===== src/rtl/data_bus_bridge.sv =====
// Bridge between a stalling core data port and a request/acknowledge memory bus.
// One transfer at a time: IDLE captures the request, WAIT drives the bus, RESP returns data.
module data_bus_bridge #(
    parameter int unsigned TIMEOUT  = 255,
    parameter logic [31:0] ERR_DATA = 32'h0000_0000
) (
    input  logic        iCLK,
    input  logic        iRST_N,
    input  logic [31:0] iAddress,
    input  logic [31:0] iWriteData,
    input  logic        iWriteEnable,
    input  logic        iReadEnable,
    input  logic [3:0]  iByteEnable,
    output logic [31:0] oReadData,
    output logic        oStall,
    output logic        oBusError,
    output logic [31:0] oMemAddr,
    output logic [31:0] oMemWData,
    output logic [3:0]  oMemBE,
    output logic        oMemWe,
    output logic        oMemReq,
    input  logic        iMemAck,
    input  logic [31:0] iMemRData
);

    typedef enum logic [1:0] {
        IDLE = 2'd0,
        WAIT = 2'd1,
        RESP = 2'd2
    } state_t;

    // Counter value whose increment would reach TIMEOUT: the last WAIT cycle allowed.
    localparam logic [7:0] TIMEOUT_LAST = 8'(TIMEOUT - 1);

    state_t      state, next_state;
    logic [7:0]  cnt, cnt_next;
    logic [31:0] addr_r, wdata_r, rdata_r;
    logic [3:0]  be_r;
    logic        we_r, err_r;
    logic        capture, timeout_hit, stall;

    // NOTE: every signal gets a default before the case so no path leaves one unassigned (no latches).
    always_comb begin
        next_state  = state;
        cnt_next    = cnt;
        capture     = 1'b0;
        timeout_hit = 1'b0;
        stall       = 1'b0;
        case (state)
            IDLE: begin
                if (iWriteEnable || iReadEnable) begin
                    capture    = 1'b1;
                    stall      = 1'b1;
                    next_state = (iWriteEnable && iByteEnable == 4'b0000) ? RESP : WAIT;
                end
            end
            WAIT: begin
                stall = 1'b1;
                if (iMemAck) begin
                    cnt_next   = 8'd0;
                    next_state = RESP;
                end else if (cnt == TIMEOUT_LAST) begin
                    cnt_next    = 8'd0;
                    timeout_hit = 1'b1;
                    next_state  = RESP;
                end else begin
                    cnt_next = cnt + 8'd1;
                end
            end
            RESP:    next_state = IDLE;
            default: next_state = IDLE;
        endcase
    end

    // NOTE: sequential state uses non-blocking assignments so all registers update together.
    // NOTE: the bus-side capture registers are reset too, so the memory port reads all-zero out of reset.
    always_ff @(posedge iCLK or negedge iRST_N) begin
        if (!iRST_N) begin
            state   <= IDLE;
            cnt     <= 8'd0;
            addr_r  <= 32'd0;
            wdata_r <= 32'd0;
            be_r    <= 4'd0;
            we_r    <= 1'b0;
            rdata_r <= 32'd0;
            err_r   <= 1'b0;
        end else begin
            state <= next_state;
            cnt   <= cnt_next;
            err_r <= timeout_hit;
            if (capture) begin
                addr_r  <= iAddress;
                wdata_r <= iWriteData;
                we_r    <= iWriteEnable;
                be_r    <= iWriteEnable ? iByteEnable : 4'b1111;
            end
            if (state == WAIT && iMemAck && !we_r) begin
                rdata_r <= iMemRData;
            end else if (timeout_hit) begin
                rdata_r <= ERR_DATA;
            end
        end
    end

    // Stall is gated by reset because the core may hold a request while the bridge is in reset.
    assign oStall    = stall && iRST_N;
    assign oMemReq   = (state == WAIT);
    assign oMemWe    = we_r && (state == WAIT);
    assign oMemAddr  = addr_r;
    assign oMemWData = wdata_r;
    assign oMemBE    = be_r;
    assign oReadData = rdata_r;
    assign oBusError = err_r;

endmodule

===== config.mk =====
export PLATFORM = sky130hd
export DESIGN_NAME = data_bus_bridge
export DESIGN_NICKNAME = d
export VERILOG_FILES = /design/src/rtl/data_bus_bridge.sv
export SDC_FILE = /design/constraint.sdc
export NUM_CORES = 1
export LEC_CHECK = 0
export ABC_AREA = 1
export BUFFER_PORTS_ARGS = -buffer_cell sky130_fd_sc_hd__buf_4
export CELL_PAD_IN_SITES_DETAIL_PLACEMENT = 0
export CELL_PAD_IN_SITES_GLOBAL_PLACEMENT = 1
export CORE_UTILIZATION = 30
export CTS_CLUSTER_SIZE = 25
export DETAILED_ROUTE_END_ITERATION = 10
export HOLD_SLACK_MARGIN = 0.02
export PLACE_DENSITY = 0.78
export SLEW_MARGIN = 20
export SYNTH_ARGS = -nofsm -noshare
export SYNTH_HDL_FRONTEND = slang
export SYNTH_SLANG_ARGS = --single-unit

===== constraint.sdc =====
create_clock -name iCLK -period 1.4 [get_ports iCLK]
set_clock_uncertainty 0.2 [all_clocks]
set_input_delay 0.07 -clock iCLK [delete_from_list [all_inputs] [get_ports iCLK]]
set_output_delay 0.07 -clock iCLK [all_outputs]
set_load 0.005 [all_outputs]

==> results of run 1 <==
[metal layers]
| metal | global-route usage | vias to the layer above |
|---|---|---|
| met1 | 0.220 | 2221 |
| met3 | 0.0490 | 11 |
| met5 | 0 | - |
| met4 | 0.0670 | 0 |
| met2 | 0.341 | 173 |
| li1 | - | 2280 |
[area by class of cell]
class	instances	area, µm²
Fill cell	1238	6320
Inverter	15	68.8
Sequential cell	112	2810
Clock inverter	5	58.8
Timing Repair Buffer	360	3210
Multi-Input combinational cell	359	1610
Clock buffer	10	229
Tap cell	184	230
[stage by stage]
step           cell area (µm²)  setup WS [ns]
2_1_floorplan             4460        -0.0984
3_3_place_gp              6420         -0.143
3_5_place_dp              6420         -0.190
4_1_cts                   8120         -0.252
5_1_grt                   8220         -0.305
6_report                  8220         -0.248
[logic make-up (layout without fill, tap and decap cells)]
| logic type | after synthesis | in the layout | share of synthesized area |
|---|---|---|---|
| AOI/OAI and AO/OA | 18 | 18 | 0.0236 |
| xor gates and xnor gates | 2 | 2 | 0.00393 |
| adders and majority gates | 2 | 2 | 0.00561 |
| buffers and inverters | 37 | 390 | 0.0390 |
| DFF | 112 | 112 | 0.629 |
| and+or+nand+nor | 336 | 337 | 0.299 |
[worst register-to-register path, stage by stage, from the launching register on]
cell,delay [ns]
sky130_fd_sc_hd__dfrtp_1,0.39
sky130_fd_sc_hd__inv_1,0.07
sky130_fd_sc_hd__ha_2,0.19
sky130_fd_sc_hd__nand3_2,0.08
sky130_fd_sc_hd__nor3_2,0.13
sky130_fd_sc_hd__nand2_1,0.11
sky130_fd_sc_hd__buf_12,0.18
sky130_fd_sc_hd__nand3_1,0.11
sky130_fd_sc_hd__nand2_1,0.07
[repair_timing]
item,CTS,global route
endpoints found under the hold margin,222,7
setup endpoints to repair,110,115
hold buffers,101,3
gates cloned,6,0
pin swaps,6,8
buffers inserted,12,1
gates resized for setup,50,15
[power by group]
group / switching [mW] / internal, mW / total [mW] / leakage (nW)
Clock: 1.17 / 1.38 / 2.55 / 0.135
Sequential: 0.869 / 4.71 / 5.58 / 1.39
Combinational: 3.30 / 4.11 / 7.40 / 2.80
Total: 5.34 / 10.2 / 15.5 / 4.32
[layout by cell type, fill, tap and decap left out, types with 4 or more instances in the layout]
cell type / instances
sky130_fd_sc_hd__nand2_1: 271
sky130_fd_sc_hd__buf_4: 229
sky130_fd_sc_hd__dfrtp_1: 110
sky130_fd_sc_hd__dlygate4sd3_1: 104
sky130_fd_sc_hd__nand3_1: 34
sky130_fd_sc_hd__nor2_1: 14
sky130_fd_sc_hd__buf_6: 13
sky130_fd_sc_hd__inv_1: 10
sky130_fd_sc_hd__clkbuf_16: 9
sky130_fd_sc_hd__buf_12: 6
sky130_fd_sc_hd__o21ai_0: 5
sky130_fd_sc_hd__buf_16: 5
sky130_fd_sc_hd__inv_2: 4
sky130_fd_sc_hd__nand3_2: 4
sky130_fd_sc_hd__o22ai_2: 4
[sequential cells by signal, summed over array words and instances (netlist names)]
signal / cells
oMemAddr: 32
oMemWData: 32
oBusError: 1
oMemBE: 4
cnt: 8
oReadData: 32
state: 2
we_r: 1
[worst max path at each step]
stage | start | end | slack [ns] | depth (start not counted)
4_1_cts | state[1] | oStall | -0.25 | 4
5_1_grt | state[1] | oStall | -0.30 | 4
6_report | state[1] | oStall | -0.25 | 4
3_3_place_gp | cnt[0] | oReadData[21] | -0.14 | 8
3_5_place_dp | cnt[0] | state[1] | -0.19 | 8
2_1_floorplan | cnt[0] | oReadData[10] | -0.1 | 8
[cells in the mapped netlist]
cell type / count
sky130_fd_sc_hd__nand2_2: 1
sky130_fd_sc_hd__o22a_1: 1
sky130_fd_sc_hd__nor3_4: 1
sky130_fd_sc_hd__inv_2: 4
sky130_fd_sc_hd__nand2_1: 274
sky130_fd_sc_hd__o22ai_1: 4
sky130_fd_sc_hd__a31oi_1: 1
sky130_fd_sc_hd__nor3_1: 3
sky130_fd_sc_hd__buf_2: 19
sky130_fd_sc_hd__nand3_1: 37
sky130_fd_sc_hd__nor2_1: 18
sky130_fd_sc_hd__o21ai_0: 8
sky130_fd_sc_hd__o21a_1: 1
sky130_fd_sc_hd__xnor2_1: 1
sky130_fd_sc_hd__nand3_2: 1
sky130_fd_sc_hd__and3_1: 1
sky130_fd_sc_hd__buf_4: 3
sky130_fd_sc_hd__xor2_1: 1
sky130_fd_sc_hd__dfrtp_1: 112
sky130_fd_sc_hd__a21oi_1: 2
sky130_fd_sc_hd__ha_1: 2
sky130_fd_sc_hd__o21bai_1: 1
sky130_fd_sc_hd__inv_1: 11
==> impl_summary.md, run 1 <==
Critical path
The beginning of the worst register-to-register path is cnt[0]. The endpoint class of the critical path is an output pin. The largest single stage delay on the critical path is ~0.44 ns.

The critical path in this run is classified as flip-flop to output pin. Walking the worst path, the cells encountered are nor3_4, buf_12, o21a_1, buf_6. Of all nets on the critical path, the largest fanout is 3.

For the worst setup path, the data required time is ~1.1 ns. The endpoint of the worst-slack reg-to-reg timing path is oReadData[30]. The worst path buffer plus inverter count is 2. STA classifies the critical path startpoint as a flip-flop. The number of cells traversed by the worst register-to-register path is 8. The reg2reg setup slack is -0.23 ns.

The data arrival at the endpoint of the critical path is ~1.4 ns. The dominant delay contributor by cell family on the critical path is flip-flops. The cell with the largest stage delay on the worst path is sky130_fd_sc_hd__dfrtp_2.

Final layout
For this run, the post-layout net count is between 900 and 1k. The area growth from synthesis to layout is 84.2%. The final cell utilization of the core is 0.565. The number of standard cells in the final layout excluding fillers is ~1.0k.

The fraction of final layout cells with drive strength greater than 1 is 0.350. The diode insertion count for antenna repair is 0.

Drt
The number of DRC markers in iteration 0 is between 150 and 200. Using the TritonRoute via totals, the vias-per-cell ratio works out to roughly 4.5. The average wire length per cell after detail routing is ~14 µm. The highest routing layer actually used is met4. For this run, the detailed router's first-pass iteration total came to 4. The routed metal-1 wire length is 6170 µm. The aggregate routed wire length is 14,900 µm.

Detailed routing placed a total of between 1000 and 1500 µm of wire on met3. The final route contains around 4.7k vias. The detail route stage leaves a number of antenna-violating nets equal to 0. The DRC violations left is 0. The met2 wire length is between 7000 and 8000 µm.

Logic synthesis
The instance count of the mapped netlist is 507. Of the post-synthesis cell area, the dominant cell type holds 0.629. The number of different library cells used by synthesis comes to 23.

The library cell with the largest summed area after synthesis is sky130_fd_sc_hd__dfrtp_1. After synthesis the cells add up to 4460 µm². A synthesized cell averages ~8.8 µm².

The count of yosys warnings during synthesis is 0. Of the synthesized area, sequential elements account for 0.629. The number of nets produced by synthesis is 614.

After synthesis, the cell types taking the most area are sky130_fd_sc_hd__dfrtp_1 (63%), sky130_fd_sc_hd__nand2_1 (23%), sky130_fd_sc_hd__nand3_1 (4.2%). The synthesized design contains between 100 and 150 register bits.

Timing
The max-slew violation count is 0. Across all hold checks on the routed design, the worst slack comes to 0.118 ns. The slew of the pin with the lowest slew margin is 0.574 ns. The worst setup margin is -0.248 ns.

The relative max-transition margin is 0.617. Setup repair after global routing could not meet its margin everywhere. The hold violation total from the final report is 0.

Timing would allow up to ~610 MHz. The sum of negative setup slack is -19.23 ns. The time the worst path needs with I/O delays and setup is between 1.5 and 2 ns. The final period utilization is 1.18. The number of setup violations in the final report is roughly 110.

Run status
The checks that failed: setup timing. The flow ran to the end, but the final reports show violations.

Clock tree
TritonCTS built the clock tree. The number of CTS-inserted buffers is 9. The cell sitting at the root of the clock tree is a sky130_fd_sc_hd__clkbuf_16. The clock tree synthesis step divided the H-tree into 3 levels.

For the worst-skew pair, the clock arrives at the later sink with an insertion delay of about 0.35 ns. The worst-case clock buffer depth is 2. The count of clock tree sinks is roughly 110. The register clock-pin slew on the reported worst setup and hold paths is about 0.080 ns.

Hold path
The path category of the worst min-delay check is input port to asynchronous set/reset pin.

Floorplan
In this run the core area contains 44 standard-cell rows. The die is 124 µm wide. The number of top-level pins is between 200 and 250.

The vertical die dimension is roughly 120 µm. The area of the die is between 15,000 and 20,000 µm². The total area inside the core boundary comes to around 15,000 µm². The initial standard-cell utilization of the core is 0.307.

Place
The port buffer count is 208. The congestion estimate from routability-driven global placement came to ~0.80. The number of placed instances, taps included, is 907.

Summed over all nets, the half-perimeter wirelength after detailed placement is 9120 µm.

Pwr
The overall power of the completed layout is between 15 and 20 mW. Summed over all cells, the static leakage comes to between 4 and 5 nW. The power per cell area is roughly 1900 nW/µm².

The peak supply drop is 0.775 mV.

GRT
For this run, the total global-route usage over all layers was measured as 0.191. The first global-routing pass estimated around 22,000 µm of wire. The via count of the first global-routing pass was about 4.6k. The number of antenna violations at the first check in global routing is 0. The largest net degree at the start of global routing is 68.

After global routing the overflow that remains totals 0.

Flow run
The max-capacitance violation count is 0.
Power figures use the tool's default switching activity.
==> inputs of run 2 (changes only) <==
Settings changed: CELL_PAD_IN_SITES_DETAIL_PLACEMENT 0 to not set, CELL_PAD_IN_SITES_GLOBAL_PLACEMENT 1 to not set, CORE_UTILIZATION 30 to 40, PLACE_DENSITY 0.78 to 0.75.
==> run 2 against run 1 <==
  * The flow finishes with violations (hold timing, setup timing)
  * Combinational power is 19% higher
  * Via count is 11% higher
  * Maximum frequency is 6.3% lower
  * Register-to-register slack worse by 0.13 ns
  * First-iteration DRC count grew to 2.7 times the previous value
  * Sequential cell count stayed put
  * Non-clock buffer count is 5 higher
  * Cell count is 3.6% lower
  * Die area is 25% lower
  * Wire length is 26% higher
  * Clock power is 28% lower
  * Setup slack worse by 0.11 ns
==> impl_summary.md, run 2 (synthesis results as in run 1) <==
Run status
The run finished, with violations left. The final reports fail on hold timing, setup timing.

Drt
The number of DRC markers in iteration 0 is 431. After detailed routing, the average wire length per cell comes to roughly 19 µm. After detailed routing, the number of remaining DRC violations is 0. The via count is 5,179. After detailed routing, the total wire length is about 19,000 µm. Once detail routing completed, the nets flagged for antenna violations numbered 0. The count of TritonRoute iterations in the first routing pass is 5. The post-detailed-route via-to-cell ratio is around 5.

Final layout
Summing all flip-flop and latch instances after layout gives 2800 µm². The finished cells cover around 8500 µm². In the final layout, the multi-input gates occupy between 1500 and 2000 µm². Leaving out fill and tap cells, the most frequent cell in the layout is sky130_fd_sc_hd__nand2_1. For this run, the share of the core covered by cells in the final layout is 0.786. The area added between synthesis and finish is 91.1%.

In the final layout, the share of cells above drive strength 1 is 0.407. In the layout the commonest cells are sky130_fd_sc_hd__nand2_1 (259), sky130_fd_sc_hd__buf_4 (224), sky130_fd_sc_hd__dfrtp_1 (111). In the final design database the tool counted 970 nets. The fill cell instance count of the final layout is 602.

The number of antenna diodes in the final layout is 0.

Floorplan
The die is roughly 110 µm wide. The die is roughly 110 µm tall. The initial standard-cell utilization of the core is 0.411. In this run the core area contains 38 standard-cell rows. The floorplan step defined a core boundary enclosing about 11,000 µm². The number of top-level pins is 209. The area of the die is around 12,000 µm².

Pwr
The internal portion of total power is ~10 mW. The share of total power in combinational logic is 0.536. Summed over all cells, the static leakage comes to between 4 and 5 nW. The sequential cell fraction of total power is 0.353. The power per cell area is ~1900 nW/µm².

VDD sags by at most 1.38 mV. Of the total power, the share spent switching nets is 0.381. The design draws 16.5 mW. The share of total power dissipated in the clock network is 0.112. The switching power is 6.27 mW.

Timing
Setup repair after global routing could not meet its margin everywhere. The achievable frequency is 569 MHz. After routing, the total negative slack on setup checks comes to -31.82 ns. The time the worst path needs with I/O delays and setup is between 1.5 and 2 ns. The final period utilization is 1.26. The hold violation total from the final report is 14. The relative max-transition margin is 0.482. Setup slack on the critical path of the routed design comes to -0.358 ns. The slew of the pin with the lowest slew margin is 0.777 ns. The tightest hold path in the finished design has a slack of -0.237 ns. The number of setup violations in the final report is 114. The max-slew violation count was 0.

Critical path
The kind of start point of the critical path is a flip-flop. By startpoint and endpoint, the worst setup path is classified as flip-flop to flip-flop. The data arrival at the endpoint of the critical path is 1.86 ns. STA classifies the critical path endpoint as a flip-flop. Data on the critical path is required at its endpoint by roughly 1.5 ns. Along the worst path, the maximum fanout reaches 7.

Place
The routability-driven placement congestion ratio is around 0.80. The half-perimeter wire length after detailed placement is about 9000 µm. Summing all placed instances gives a cell area of approximately 6300 µm².

Input and output buffers added on the ports amount to about 210.

Clock tree
The later-pin clock latency in the skew report is roughly 0.37 ns. The maximum level of the CTS H-tree is 3. The worst-case clock buffer depth is 2. The number of hold buffers added after CTS was 104. The number of CTS-inserted buffers is 9.

For this design, the sink count on the clock tree is around 110. The tree is rooted in a sky130_fd_sc_hd__clkbuf_8. The register clock-pin slew on the reported worst setup and hold paths is 0.11 ns. TritonCTS built the clock tree.

GRT
The global-route usage over all layers is 0.295. The first global-routing pass estimated 25,600 µm of wire. The number of antenna violations at the first check in global routing is 0. The via count of the first global-routing pass is a little over 5k. Global routing finished with a remaining overflow of 0.

The largest net degree at the start of global routing is between 60 and 70.

Hold path
The path category of the worst min-delay check is input port to asynchronous set/reset pin.

Flow run
The max-capacitance violation count is 0.
run 2: changes by cell type in the layout (fill, tap and decap cells not counted), moves of 3 or more:
| cell | before | now |
|---|---|---|
| sky130_fd_sc_hd__buf_4 | 229 | 224 |
| sky130_fd_sc_hd__clkbuf_8 | 0 | 11 |
| sky130_fd_sc_hd__nand2_1 | 271 | 259 |
| sky130_fd_sc_hd__nand2_2 | 1 | 8 |
| sky130_fd_sc_hd__nand2_4 | 3 | 9 |
| sky130_fd_sc_hd__nand3_1 | 34 | 3 |
| sky130_fd_sc_hd__nand3_2 | 4 | 33 |
| sky130_fd_sc_hd__o21ai_0 | 5 | 2 |
run 2: timing repair:
action                                  CTS  global route
setup buffers                             9             4
gates cloned                              9             9
hold endpoints to repair                224            14
endpoints found under the setup margin  114           212
pin swaps                                10            15
resized for setup                        60            65
run 2: per-layer routing:
| layer | track usage | part of all wire | up-vias |
|---|---|---|---|
| met1 | 0.333 | 0.35 | 2492 |
| met5 | 0 | 0 | - |
| met4 | 0.138 | 0.043 | 0 |
| met2 | 0.514 | 0.51 | 317 |
| met3 | 0.0841 | 0.098 | 77 |
| li1 | - | - | 2293 |
run 2: power by group through the flow:
stage / sequential [mW] / combinational, mW / clock, mW
4_1_cts: 5.59 / 7.35 / 1.84
3_5_place_dp: 5.57 / 5.89 / 0
5_1_grt: 5.93 / 9.37 / 2.00
3_3_place_gp: 5.56 / 5.70 / 0
6_report: 5.81 / 8.82 / 1.84
2_1_floorplan: 5.63 / 2.29 / 0
run 2: worst max-delay path, cell delays in order, from the launching register on:
cell and delay [ns]:
sky130_fd_sc_hd__dfrtp_1 0.42, sky130_fd_sc_hd__buf_6 0.14, sky130_fd_sc_hd__nor3_4 0.17, sky130_fd_sc_hd__buf_4 0.15
sky130_fd_sc_hd__buf_12 0.15, sky130_fd_sc_hd__buf_8 0.14, sky130_fd_sc_hd__buf_16 0.13, sky130_fd_sc_hd__nand2_1 0.08
sky130_fd_sc_hd__nand2_1 0.11
run 2: stage by stage:
stage               hold WS (ns)  worst slack (ns)  instances
floorplan                 -0.426           -0.0984        507
global placement          -0.247            -0.126        859
detailed placement        -0.243            -0.162        859
CTS                        0.116            -0.331        996
global route              -0.173            -0.451       1007
finish                    -0.237            -0.358       1007
run 2: final timing paths:
path	start	endpoint	slack, ns	depth (start not counted)
max	state[1]	oMemWData[0]	-0.36	8
min	iRST_N	oMemAddr[1]	-0.24	2
max in group asynchronous	iRST_N	state[0]	0.31	3
max reg2reg	state[1]	oMemWData[0]	-0.36	8
min reg2reg	oMemAddr[20]	oMemAddr[20]	0.29	2
min in group iCLK	iAddress[0]	oMemAddr[0]	0.24	4
run 2: cell type report:
type / count / area share
timing repair buffer: 365 / 0.404
clock buffer: 11 / 0.0178
sequential: 112 / 0.329
multi-input combinational: 359 / 0.216
clock inverter: 4 / 0.00352
inverter: 15 / 0.00837
tap: 140 / 0.0206
timing repair inverter: 1 / 0.00103
==> inputs of run 3 (changes only) <==
==> constraint.sdc (replaced) <==
create_clock -name iCLK -period 1.4 [get_ports iCLK]
set_clock_uncertainty 0.2 [all_clocks]
set_input_delay 0.28 -clock iCLK [delete_from_list [all_inputs] [get_ports iCLK]]
set_output_delay 0.28 -clock iCLK [all_outputs]
set_load 0.005 [all_outputs]
==> run 3 against run 2 <==
  * The flow finishes with violations (setup timing)
  * Utilization rose by 9.6 points
  * Maximum frequency shrank 6.4%
  * Combinational power grew 28%
  * Via count increased by 11%
  * Worst hold slack gained 0.27 ns
  * Cell count is 6.9% higher
  * Register-to-register slack worse by 0.12 ns
  * Non-clock buffer count up 68
  * Critical path type unchanged
==> impl_summary.md, run 3 (synthesis results as in run 1) <==
GRT
The largest net degree at the start of global routing is between 100 and 150. For this run the aggregate overflow at the end of global routing stands at 0. The first-pass GRT wire length is around 24,000 µm. The number of antenna violations at the first check in global routing is 1. The via count of the first global-routing pass is 4,981. The global-route usage over all layers is 0.269.

Pwr
Dividing total power by cell area gives a power density of about 2000 nW/µm². The overall power of the completed layout is around 19 mW. The analysis attributes to cell leakage a power of around 5.1 nW. The peak supply drop is 1.10 mV.

Critical path
STA puts the critical path data arrival time at ~1.9 ns. The kind of start point of the critical path is a flip-flop. The maximum net fanout on the critical path is 8. By startpoint and endpoint, the worst setup path is classified as flip-flop to flip-flop.

The data required time at the worst endpoint is 1.45 ns. The endpoint class of the critical path is a flip-flop.

Floorplan
In this run the core area contains 38 standard-cell rows. After floorplanning, the core was sized to cover approximately 11,000 µm². The number of top-level pins is ~210.

The area of the die is around 12,000 µm². In this run the horizontal extent of the chip is about 110 µm. The initial utilization of the core area, before any placement, comes to 0.411. The vertical die dimension is 108 µm.

Timing
Across all setup checks in the final design, the least slack found is -0.478 ns. Adding up every negative setup slack in the final design gives -34.29 ns. The number of setup violations in the final report is between 150 and 200.

The hold violation total from the final report is 0. The max-slew violation count was 0. The relative max-transition margin is 0.615. For the finished layout, the period the worst path requires is ~1.9 ns.

For the pin with the worst max-slew slack, the measured transition is 0.577 ns. Of the available clock period, the critical path in the final layout requires 1.34. The achievable frequency is about 530 MHz. Setup repair after global routing could not meet its margin everywhere.

Final layout
The net count of the finished layout is just over 1k. The fraction of final layout cells with drive strength greater than 1 is 0.477. Leaving out fill and tap cells, the most frequent cells in the layout are sky130_fd_sc_hd__nand2_1 (229), sky130_fd_sc_hd__buf_4 (207), sky130_fd_sc_hd__dfrtp_1 (111).

The library cell used most frequently in the layout, excluding fill and tap cells, is sky130_fd_sc_hd__nand2_1. The area added between synthesis and finish is 114%. The final cell utilization of the core is 0.882.

Clock tree
Clock-pin slew was measured on the worst setup and hold paths at roughly 0.1 ns. The number of CTS-inserted buffers is 9. The TritonCTS clock tree is built. For the worst-skew pair, the clock arrives at the later sink with an insertion delay of 0.37 ns. The maximum level of the CTS H-tree is 3. The count of clock tree sinks is between 100 and 150. The worst-case clock buffer depth is 2. The cell at the root of the clock tree is sky130_fd_sc_hd__clkbuf_8.

Drt
In the final routed layout, each cell accounts on average for a little over 20 µm. The count of TritonRoute iterations in the first routing pass is 5. The post-detailed-route via-to-cell ratio is approximately 5.3. The aggregate routed wire length is about 22,000 µm. Detailed routing inserted a total of between 5k and 6k vias. For this block, the initial DRC count from the detailed router was 410. The number of nets still failing antenna checks after routing is 0. After detailed routing, the number of remaining DRC violations is 0.

Hold path
The path category of the worst min-delay check is input port to flip-flop.

Place
Buffers placed on the I/O ports in this run total between 200 and 250. Detailed placement finished with a half-perimeter wire length of about 8400 µm. The routability-driven placement congestion ratio is ~0.8.

Flow run
The tool flagged a number of max-cap violations equal to 0.

Run status
The run finished, with violations left. The checks that failed: setup timing.
## run 3: worst paths after layout
kind / start / end / slack [ns] / cells after the start
max in group asynchronous: iRST_N / state[0] / 0.15 / 3
worst min-delay path: iReadEnable / state[0] / 0.04 / 3
worst min register to register: oMemAddr[11] / oMemAddr[11] / 0.31 / 2
worst max-delay path: cnt[0] / oReadData[21] / -0.48 / 9
min in group asynchronous: iRST_N / oMemWData[15] / 0.43 / 3
worst max register to register: cnt[0] / oReadData[21] / -0.48 / 9
## run 3: worst max-delay path, cell delays in order (launching register included)
cell and delay, ns:
sky130_fd_sc_hd__dfrtp_1 0.40, sky130_fd_sc_hd__inv_1 0.07, sky130_fd_sc_hd__ha_2 0.20, sky130_fd_sc_hd__nand3_2 0.10, sky130_fd_sc_hd__nor3_4 0.20, sky130_fd_sc_hd__nand2_4 0.08, sky130_fd_sc_hd__buf_12 0.14, sky130_fd_sc_hd__buf_12 0.14
sky130_fd_sc_hd__nand3_1 0.11, sky130_fd_sc_hd__nand2_1 0.11
## run 3: repair_timing
item | 4_1_cts | 5_1_grt
gates cloned | 4 | 17
hold buffers | 102 | 0
endpoints found under the setup margin | 142 | 207
setup buffers | 21 | 64
gates resized for setup | 88 | 171
endpoints found under the hold margin | 212 | 0
pin swaps | 13 | 38
## run 3: cell type report
type / instances / area (µm²)
sequential: 112 / 2800
clock buffer: 13 / 159
antenna: 1 / 2.50
multi-input combinational: 359 / 1990
clock inverter: 3 / 40.0
fill: 456 / 1280
tap: 140 / 175
inverter: 15 / 82.6
timing repair buffer: 433 / 4310
## run 3: per-layer routing
metal,vias to the layer above,track usage,wire length (µm)
li1,2427,-,-
met1,2761,0.315,7740
met2,434,0.465,11300
met3,107,0.0702,2170
met4,0,0.116,1030
met5,-,0,0
## run 3: metrics by stage
step	setup slack [ns]	instances	hold slack [ns]	area, µm²
after detailed placement	-0.180	857	0.260	6320
final	-0.478	1076	0.0357	9560
after CTS	-0.396	1000	0.0590	8140
after global routing	-0.507	1076	0.0508	9560
after global placement	-0.127	857	0.249	6320
after floorplan	-0.0984	507	-0.216	4460
## run 3: report_power, final
| part | leakage (nW) | switching (mW) | total (mW) | internal [mW] |
|---|---|---|---|---|
| clock network | 0.103 | 1.11 | 2.04 | 0.925 |
| registers | 1.39 | 1.31 | 6.01 | 4.70 |
| logic | 3.56 | 4.78 | 11.3 | 6.47 |
